[src/rtl/inst_dispatch_v2.sv]
// Instruction dispatcher: pops FWFT FIFO words, waits on dependency/exclusion/busy
// terms, and emits one-cycle configure pulses to compute or N_CH DMA channels.
module inst_dispatch_v2 #(
  parameter int              INST_LEN  = 256,
  parameter int              N_CH      = 4,
  parameter int              TYPE_LEN  = 4,
  parameter int              DEP_LEN   = N_CH + 1,
  parameter int              PAY_LEN   = INST_LEN - TYPE_LEN - DEP_LEN,
  parameter logic [N_CH-1:0] EXCL_MASK = {N_CH{1'b1}},
  parameter int              CNT_LEN   = 32
) (
  input  logic                clk,
  input  logic                rst,
  input  logic                inst_valid,
  input  logic [INST_LEN-1:0] inst_data,
  output logic                inst_pop,
  input  logic                comp_idle,
  output logic                comp_conf,
  input  logic [N_CH-1:0]     ch_idle,
  output logic [N_CH-1:0]     ch_conf,
  output logic [2:0]          mem_sel,
  output logic [PAY_LEN-1:0]  payload,
  output logic                err_illegal,
  output logic [CNT_LEN-1:0]  stall_cnt
);

  localparam logic [0:0] S_EVAL  = 1'b0;
  localparam logic [0:0] S_ISSUE = 1'b1;

  logic [0:0]         r_state;
  logic               r_pop;
  logic               r_comp;
  logic [N_CH-1:0]    r_ch;
  logic [2:0]         r_mem_sel;
  logic [PAY_LEN-1:0] r_payload;
  logic               r_err;
  logic [CNT_LEN-1:0] r_stall;
  logic [N_CH-1:0]    r_pend;
  logic [1:0]         r_tmr [N_CH];
  logic               r_pend_c;
  logic [1:0]         r_tmr_c;

  logic [TYPE_LEN-1:0] w_type;
  logic [DEP_LEN-1:0]  w_dep;
  logic [PAY_LEN-1:0]  w_pay;
  logic [N_CH-1:0]     w_busy_ch;
  logic                w_busy_comp;
  logic [N_CH-1:0]     w_ch_hit;
  logic [2:0]          w_ch_idx;
  logic                w_is_comp, w_is_bar, w_is_ch, w_is_ill;
  logic                w_dep_ok, w_tgt_ok, w_allow;

  assign w_type      = inst_data[TYPE_LEN-1:0];
  assign w_dep       = inst_data[TYPE_LEN +: DEP_LEN];
  assign w_pay       = inst_data[INST_LEN-1 -: PAY_LEN];
  assign w_busy_ch   = ~ch_idle | r_pend;
  assign w_busy_comp = ~comp_idle | r_pend_c;

  always_comb begin
    // NOTE: every always_comb output gets a default first so no path leaves it unassigned (no latch).
    w_ch_hit = '0;
    w_ch_idx = '0;
    for (int k = 0; k < N_CH; k++) begin
      if (w_type == TYPE_LEN'(k + 1)) begin
        w_ch_hit[k] = 1'b1;
        w_ch_idx    = 3'(k);
      end
    end
    w_is_comp = (w_type == '0);
    w_is_bar  = &w_type;
    w_is_ch   = |w_ch_hit;
    w_is_ill  = ~w_is_comp & ~w_is_ch & ~w_is_bar;
    w_dep_ok  = ~|(w_dep[N_CH-1:0] & w_busy_ch) & ~(w_dep[N_CH] & w_busy_comp);
    // An exclusive channel needs the whole shared-port group quiet, not just itself.
    w_tgt_ok  = ~|(w_ch_hit & w_busy_ch) &
                (~|(w_ch_hit & EXCL_MASK) | ~|(EXCL_MASK & w_busy_ch));
    w_allow   = inst_valid & (w_is_ill | (w_dep_ok &
                (w_is_comp ? ~w_busy_comp :
                 w_is_bar  ? (~|w_busy_ch & ~w_busy_comp) : w_tgt_ok)));
  end

  always_ff @(posedge clk) begin
    if (rst) begin
      r_state   <= S_EVAL;
      r_pop     <= 1'b0;
      r_comp    <= 1'b0;
      r_ch      <= '0;
      r_mem_sel <= '0;
      r_payload <= '0;
      r_err     <= 1'b0;
      r_stall   <= '0;
    end else begin
      // NOTE: sequential state uses non-blocking assignments so every register samples pre-edge values.
      case (r_state)
        S_EVAL: begin
          if (w_allow) begin
            r_state <= S_ISSUE;
            r_pop   <= 1'b1;
            r_comp  <= w_is_comp;
            r_ch    <= w_ch_hit;
            if (w_is_ch) r_mem_sel <= w_ch_idx;
            if (w_is_ch || w_is_comp) r_payload <= w_pay;
            if (w_is_ill) r_err <= 1'b1;
          end else if (inst_valid && !(&r_stall)) begin
            r_stall <= r_stall + CNT_LEN'(1);
          end
        end
        default: begin
          r_state <= S_EVAL;
          r_pop   <= 1'b0;
          r_comp  <= 1'b0;
          r_ch    <= '0;
        end
      endcase
    end
  end

  // Pending bits cover idle-flag lag: cleared on first idle drop or after the timer runs out.
  always_ff @(posedge clk) begin
    if (rst) begin
      r_pend   <= '0;
      r_pend_c <= 1'b0;
      r_tmr_c  <= '0;
      for (int k = 0; k < N_CH; k++) r_tmr[k] <= '0;
    end else begin
      for (int k = 0; k < N_CH; k++) begin
        if (ch_conf[k]) begin
          r_pend[k] <= 1'b1;
          r_tmr[k]  <= 2'd2;
        end else if (r_pend[k]) begin
          if (!ch_idle[k] || r_tmr[k] == 2'd0) r_pend[k] <= 1'b0;
          else                                 r_tmr[k]  <= r_tmr[k] - 2'd1;
        end
      end
      if (comp_conf) begin
        r_pend_c <= 1'b1;
        r_tmr_c  <= 2'd2;
      end else if (r_pend_c) begin
        if (!comp_idle || r_tmr_c == 2'd0) r_pend_c <= 1'b0;
        else                               r_tmr_c  <= r_tmr_c - 2'd1;
      end
    end
  end

  // Reset during ISSUE masks that cycle's strobes so the head word stays in the FIFO.
  assign inst_pop    = r_pop & ~rst;
  assign comp_conf   = r_comp & ~rst;
  assign ch_conf     = r_ch & {N_CH{~rst}};
  assign mem_sel     = r_mem_sel;
  assign payload     = r_payload;
  assign err_illegal = r_err;
  assign stall_cnt   = r_stall;

endmodule

[config.mk]
export PLATFORM = sky130hd
export DESIGN_NAME = inst_dispatch_v2
export DESIGN_NICKNAME = d
export VERILOG_FILES = /design/src/rtl/inst_dispatch_v2.sv
export SDC_FILE = /design/constraint.sdc
export NUM_CORES = 1
export LEC_CHECK = 0
export ABC_AREA = 0
export CAP_MARGIN = 15
export CORE_ASPECT_RATIO = 2
export CORE_MARGIN = 4
export CORE_UTILIZATION = 26
export DETAILED_ROUTE_END_ITERATION = 8
export SLEW_MARGIN = 20
export SYNTH_ARGS = -nofsm -noshare
export SYNTH_HDL_FRONTEND = slang
export SYNTH_SLANG_ARGS = --single-unit
[constraint.sdc]
create_clock -name clk -period 3.8 [get_ports clk]
set_input_delay 0.57 -clock clk [delete_from_list [all_inputs] [get_ports clk]]
set_output_delay 0.57 -clock clk [all_outputs]
set_load 0.005 [all_outputs]
# Word-level counts from Yosys, hierarchy flattened
# Memories as Yosys holds them, arrays and structs flattened.
# Cells that the tools add are included.
[word_totals] wordCells=160 n_memories=1 out_inout_bits=289 register_bits=297 ram_bits=8
[memory_table] name="r_tmr" depth=4 width=2 read_ports=4 rd_clocked_by_memory_dff=0 write_ports=4 line_no="39" text="logic [1:0] r_tmr [N_CH];"
[op_classes] n_reduce_logical=38 addsub=6 n_eq_ne=5 n_mux=62 n_bitwise=36
[ops] operator="$mux W1" count=49
[ops] operator="$add A32 B1 Y32 const B" count=1
[ops] operator="$reduce_and A32 Y1" count=1
[ops] operator="$mux W2" count=11
[ops] operator="$reduce_or A4 Y1" count=4
[ops] operator="$and A4 B4 Y4" count=3
[ops] operator="$reduce_and A3 Y1" count=4
[ops] operator="$or A1 B1 Y1" count=11
[ops] operator="$and A1 B1 Y1" count=10
[ops] operator="$logic_not A1 Y1" count=10
[ops] operator="$logic_not A2 Y1" count=5
[ops] operator="$not A1 Y1" count=10
[ops] operator="$sub A2 B1 Y2 const B" count=5
[ops] operator="$eq A4 B2 Y1 const B" count=2
[ops] operator="$logic_or A1 B1 Y1" count=6
[ops] operator="$mux W3" count=2
[ops] operator="$eq A4 B1 Y1 const B" count=1
[ops] operator="$eq A4 B3 Y1 const B" count=1
[ops] operator="$logic_not A4 Y1" count=1
[ops] operator="$not A4 Y4" count=1
[ops] operator="$or A4 B4 Y4" count=1
[ops] operator="$reduce_and A2 Y1" count=2
[ops] operator="$reduce_and A4 Y1" count=1
[ops] operator="$reduce_or A2 Y1" count=2
[ops] operator="other kinds (3)" count=3

# Depth between registers and ports, before layout
[depth] word_depth=13 ltp_mapped=10

# Worst setup path before layout
# Ideal clock, no wire load.
[synth_timing] path_kind="in2reg" startpoint="input port inst_data[0]" endpoint="register r_payload[49] (netlist: payload[49])" setup_slack_ps=1058 path_buffers=4 arrival_ps=2610 cell_stages=10 path_cell_list="clkbuf_1 -> or4_4 -> o41ai_2 -> a41oi_4 -> or4_1 -> buf_2 -> buf_2 -> buf_2 -> nand2_1 -> a21oi_1"
[synth_via] elab_chain_len=12 elab_cells_between_ends=29 cone_classes="eq/ne (4); mux (6); bitwise (11); reduce/logical (8)"
[synth_lines] item="start, declared" line_no="15" text="input logic [INST_LEN-1:0] inst_data,"
[synth_lines] item="$eq A4 B1 Y1 (tied with other cells)" line_no="64" text="if (w_type == TYPE_LEN'(k + 1)) begin"
[synth_lines] item="$mux W1" line_no="64"
[synth_lines] item="$and A4 B4 Y4 / $reduce_or A4 Y1 (equally long branches)" line_no="75, 71, 76"
[synth_lines] item="$reduce_or A4 Y1 / $logic_not A1 Y1 (equally long branches)" line_no="75, 76"
[synth_lines] item="$logic_not A1 Y1 / $or A1 B1 Y1 (equally long branches)" line_no="75, 76"
[synth_lines] item="$and A1 B1 Y1" line_no="75" text="w_tgt_ok = ~|(w_ch_hit & w_busy_ch) &"
[synth_lines] item="$mux W1" line_no="79" text="w_is_bar ? (~|w_busy_ch & ~w_busy_comp) : w_tgt_ok)));"
[synth_lines] item="$mux W1" line_no="78" text="(w_is_comp ? ~w_busy_comp :"
[synth_lines] item="$and A1 B1 Y1" line_no="77" text="w_allow = inst_valid & (w_is_ill | (w_dep_ok &"
[synth_lines] item="$or A1 B1 Y1" line_no="77"
[synth_lines] item="$and A1 B1 Y1" line_no="77"
[synth_lines] item="$reduce_and A3 Y1 (no line) (*)"
[synth_lines] item="end signal, assigned" line_no="102" text="if (w_is_ch || w_is_comp) r_payload <= w_pay;"
[synth_lines] item="end, declared" line_no="35" text="logic [PAY_LEN-1:0] r_payload;"
# Mark *: on every way between the ends. The rest lies on a longest branch, timed or not.
# A chain may end at the register's enable or synchronous reset.

# Final worst setup path
[layout_timing] startpoint="input port inst_data[1]" endpoint="register r_stall[21] (netlist: stall_cnt[21])"
[layout_via] elab_chain_len=13 elab_cells_between_ends=29 cone_classes="eq/ne (4); mux (6); bitwise (12); reduce/logical (7)"
[layout_lines] item="$eq A4 B1 Y1 (tied with other cells)" line_no="64"
[layout_lines] item="$mux W1" line_no="64"
[layout_lines] item="$and A4 B4 Y4 / $reduce_or A4 Y1 (equally long branches)" line_no="75, 71, 76"
[layout_lines] item="$reduce_or A4 Y1 / $logic_not A1 Y1 (equally long branches)" line_no="75, 76"
[layout_lines] item="$logic_not A1 Y1 / $or A1 B1 Y1 (equally long branches)" line_no="75, 76"
[layout_lines] item="$and A1 B1 Y1" line_no="75"
[layout_lines] item="$mux W1" line_no="79"
[layout_lines] item="$mux W1" line_no="78"
[layout_lines] item="$and A1 B1 Y1" line_no="77"
[layout_lines] item="$or A1 B1 Y1 (*)" line_no="77"
[layout_lines] item="$and A1 B1 Y1 (*)" line_no="77"
[layout_lines] item="$not A1 Y1 (no line) (*)"
[layout_lines] item="$reduce_and A3 Y1 (no line) (*)"
[layout_lines] item="end signal, assigned" line_no="105" text="r_stall <= r_stall + CNT_LEN'(1);"
[layout_lines] item="end, declared" line_no="37" text="logic [CNT_LEN-1:0] r_stall;"
# Marks and branches as above.

==> qor.log <==
[sta] number of endpoints with negative hold slack in the final report 0
[worst_setup_path] count of buffering cells on the critical path with inverters included 3
[global_routing] busiest metal layer after global routing met2
[yosys] main combinational cell family by area after synthesis simple AND/OR/NAND/NOR gates
[sta] timing-limited maximum frequency 361.1 MHz
[global_routing] GRT Util Overall 17.46%
[floorplanning] Placeable Area 0.04271 mm2
[worst_setup_path] Top Family by Delay on Critical Path simple AND/OR/NAND/NOR gates
[sta] Final Critical Period 2.770 ns
[sta] maximum clock skew at final layout 0.01043 ns
[yosys] basic-gate share of the synthesized area counting and, or, nand and nor cells 24.06%
[worst_setup_path] critical path start-end classification in -> reg
[cts] H-Tree Depth 1
[yosys] Syn Nets 1,684
[floorplanning] Die Span Y 302.3 um
[yosys] Warnings, synthesis 0
[power_and_ir_drop] maximum vdd ir drop 0.2968 mV
[yosys] post-synthesis instance area 0.01126 mm2
[yosys] async set-or-reset flop fraction in the synthesized netlist 0%
[sta] number of failing setup endpoints in the final timing report 0
[worst_setup_path] biggest cell delay along the critical path 0.57 ns
[yosys] most instantiated flip-flop cell in the synthesis netlist sky130_fd_sc_hd__dfxtp_1
[cts] count of hold buffers inserted by post-cts repair 0
[finish] proportion of layout cells with a drive suffix above 1 4.997%
[floorplanning] number of placement rows 107
[hold_path] Worst Hold Class in -> reg
[cts] register clock-pin slew on the reported worst setup and hold paths 0.07 ns
[cts] TritonCTS clock tree done
[power_and_ir_drop] leakage 6.321 nW
[worst_setup_path] origin of the critical flop-to-flop path r_pend[2]
[finish] area of the multi-input gates 0.004584 mm2
[drt] Detailed Route Iter0 Violations 523
[hold_path] Worst Min Path Start rst
[global_routing] gr ovfl total 0
[worst_setup_path] slowest stage cell, crit path sky130_fd_sc_hd__or4_4
[cts] CTS Sinks 304
[placement] HPWL after detailed placement 33,500 um
[sta] worst-case hold slack 0.4352 ns
[worst_setup_path] launch point of the critical path inst_data[1]
[global_routing] first-pass GRT wire length 65,050 um
[worst_setup_path] crit end category register
[yosys] flop and latch count out of synthesis 304
[drt] number of design rule violations left after detail routing 0
[cts] clock root buffer master sky130_fd_sc_hd__clkbuf_16
[sta] pin slew with the least headroom to its limit 0.9775 ns
[cts] PostCTS Resize Cnt 0
[sta] max-slew violation total from the final report 0
[global_routing] met2 capacity usage during global routing 34.08%
[floorplanning] Die Width 155.2 um
[cts] maximum number of buffers from clock root to sink 3
[global_routing] number of antenna violations at the first check in global routing 2
[cts] number of clock buffers inserted by TritonCTS 29
[finish] number of fill cells 4,282
[global_routing] GRT met1 Usage 17.37%
[sta] share of the clock period used by the worst path 72.88%
[flow_run] max-cap violation count 0
[worst_setup_path] cells along the critical path clkdlybuf4s50_1 -> or4_4 -> a32o_1 -> a41oi_4 -> buf_4 -> nand3_1 -> buf_4 -> or4_1 -> a21oi_1
[drt] wire length after detailed routing 44,090 um
[yosys] post-synthesis sequential area ratio 54.76%
[finish] post-route cell area 0.01849 mm2
[yosys] number of library cell types mapped by synthesis 47
[drt] drt pass-1 iters 5
[sta] post-route setup TNS 0 ns
[power_and_ir_drop] total power divided by cell area 391.8 mW/mm2
[yosys] fraction of synthesized area in multiplexers 0.2778%
[finish] layout overhead on the synthesized area 64.18%
[floorplanning] DIE AREA 0.04691 mm2
[placement] weighted congestion at the end of routability-driven global placement 0.8641
[worst_setup_path] endpoint required time on the critical path 4.30 ns
[yosys] share of synthesized cell area in full adder, half adder and majority cells 0.6667%
[drt] DR vias 11.46k
[worst_setup_path] critical path launch point type input pin
[sta] post-route setup slack 1.030 ns
[global_routing] largest net degree at the start of global routing 143
[placement] Post-Place Worst Slack 0.4736 ns
[worst_setup_path] library cell appearing most often on the critical path sky130_fd_sc_hd__buf_4
[drt] drt wl/cell 17.58 um
[sta] setup repair after global routing missed its margin no
[worst_setup_path] arrival time at the worst endpoint 3.27 ns
[yosys] synthesized area per cell 7.964 um2
[worst_setup_path] critical path peak fanout 15
[yosys] number of synthesized flops with an enable pin 8
[placement] Buffers on Ports 551
[finish] final net count 2,208
[drt] Detail Route Antenna Nets 0
[floorplanning] boundary pin count 553
[floorplanning] effective utilization at floorplan 26.37%
[finish] final core occ 43.29%
[finish] total area of sequential cells 0.006166 mm2
[drt] number of vias per cell after detailed routing 4.568
[cts] clock latency at the later pin of the worst-skew pair 0.57 ns
[placement] area after detailed placement 0.01747 mm2
[yosys] xor and xnor area share after synthesis 1.089%
[global_routing] fraction of met3 tracks used by global routing 4.624%
[cts] buffer count from post-CTS setup fixing 0
[yosys] Synth Area in Compound Gates 14.48%
[sta] max_slew headroom 34.83%
[yosys] synthesized instance count 1,414
[outcome] status finished, final reports clean
[global_routing] number of global-route vias before repair 11.41k
[cells by family after synthesis]
logic type	count (synthesis)
simple gates	656
compound gates	308
flops	304
buf+inv	122
xor+xnor	14
fa+ha+maj	6
mux	3
other cells	1
[routing by layer]
metal  up-vias  wire length [um]
met3        59              3664
li1       5686                 -
met1      5243             14860
met5         -                 0
met2       469             24240
met4         0              1332
[area by class of cell]
type	instances	area share, %
flip-flops and latches	304	33.35
repair buffers	592	32.20
multi-input cells	988	24.80
clock buffers	41	4.555
well taps	545	3.688
clock inverters	13	0.9136
inverters	23	0.4670
diodes	2	0.02707
[synthesized netlist by cell type, types with 2 or more instances]
cell	n	share of area [%]
sky130_fd_sc_hd__nor2_1	47	1.6
sky130_fd_sc_hd__nor4b_1	4	0.31
sky130_fd_sc_hd__or3_1	15	0.83
sky130_fd_sc_hd__edfxtp_1	8	2.1
sky130_fd_sc_hd__inv_1	23	0.77
sky130_fd_sc_hd__nand2b_1	5	0.28
sky130_fd_sc_hd__and4_1	2	0.16
sky130_fd_sc_hd__a211oi_1	3	0.20
sky130_fd_sc_hd__or4_1	8	0.53
sky130_fd_sc_hd__buf_2	49	2.2
sky130_fd_sc_hd__nand3b_1	2	0.13
sky130_fd_sc_hd__nor4_1	4	0.22
sky130_fd_sc_hd__and2_1	4	0.22
sky130_fd_sc_hd__nand4_1	12	0.67
sky130_fd_sc_hd__and3_1	3	0.17
sky130_fd_sc_hd__o21a_1	2	0.13
sky130_fd_sc_hd__o21ai_0	16	0.71
sky130_fd_sc_hd__mux2i_1	2	0.18
sky130_fd_sc_hd__xnor2_1	3	0.23
sky130_fd_sc_hd__nor3_1	5	0.22
sky130_fd_sc_hd__a22oi_1	2	0.13
sky130_fd_sc_hd__xor2_1	11	0.86
sky130_fd_sc_hd__o31ai_1	6	0.40
sky130_fd_sc_hd__clkbuf_1	48	1.6
sky130_fd_sc_hd__dfxtp_1	296	53
sky130_fd_sc_hd__ha_1	6	0.67
sky130_fd_sc_hd__a21oi_1	271	12
sky130_fd_sc_hd__nand3_1	22	0.98
sky130_fd_sc_hd__nand4b_1	2	0.16
sky130_fd_sc_hd__nand2_1	516	17
[worst paths after layout]
kind              slack [ns]  cells after the start       endpoint
hold reg to reg         0.45                      2   payload[155]
hold / removal          0.44                      2      r_pend[0]
setup / recovery        1.03                      9  stall_cnt[21]
setup reg to reg        1.25                      8   payload[156]
[registers in the layout (all words and copies together) (netlist names), 2 cells and up]
signal and count:
payload 247, stall_cnt 32, r_tmr 8, r_ch 4, r_pend 4, mem_sel 2, r_tmr_c 2
[metrics by stage]
step,instances,total power [W]
after global routing,2508,0.007551
after global placement,2452,0.004224
after CTS,2506,0.007355
after floorplan,1414,0.003664
after detailed placement,2452,0.004233
final,2508,0.007243
[cell usage in the layout, fill, tap and decap left out, types with 7 or more instances in the layout]
| master | Yosys | routed |
|---|---|---|
| sky130_fd_sc_hd__a21oi_1 | 271 | 271 |
| sky130_fd_sc_hd__buf_12 | 0 | 10 |
| sky130_fd_sc_hd__buf_4 | 1 | 31 |
| sky130_fd_sc_hd__clkbuf_16 | 0 | 30 |
| sky130_fd_sc_hd__clkdlybuf4s50_1 | 0 | 550 |
| sky130_fd_sc_hd__clkinv_2 | 0 | 8 |
| sky130_fd_sc_hd__dfxtp_1 | 296 | 296 |
| sky130_fd_sc_hd__edfxtp_1 | 8 | 8 |
| sky130_fd_sc_hd__inv_1 | 23 | 23 |
| sky130_fd_sc_hd__nand2_1 | 516 | 516 |
| sky130_fd_sc_hd__nand3_1 | 22 | 22 |
| sky130_fd_sc_hd__nand4_1 | 12 | 12 |
| sky130_fd_sc_hd__nor2_1 | 47 | 47 |
| sky130_fd_sc_hd__o21ai_0 | 16 | 16 |
| sky130_fd_sc_hd__or3_1 | 15 | 15 |
| sky130_fd_sc_hd__or4_1 | 8 | 7 |
| sky130_fd_sc_hd__xor2_1 | 11 | 11 |
[power by group]
part | total, W | internal [W] | switching [W] | leakage [nW]
combinational | 0.000815 | 0.000483 | 0.000332 | 3.34
clock | 0.00309 | 0.00181 | 0.00127 | 0.505
sequential | 0.00334 | 0.00329 | 0.0000491 | 2.48
total | 0.00724 | 0.00559 | 0.00165 | 6.32
Note: power is estimated with default switching activity, not from simulation.
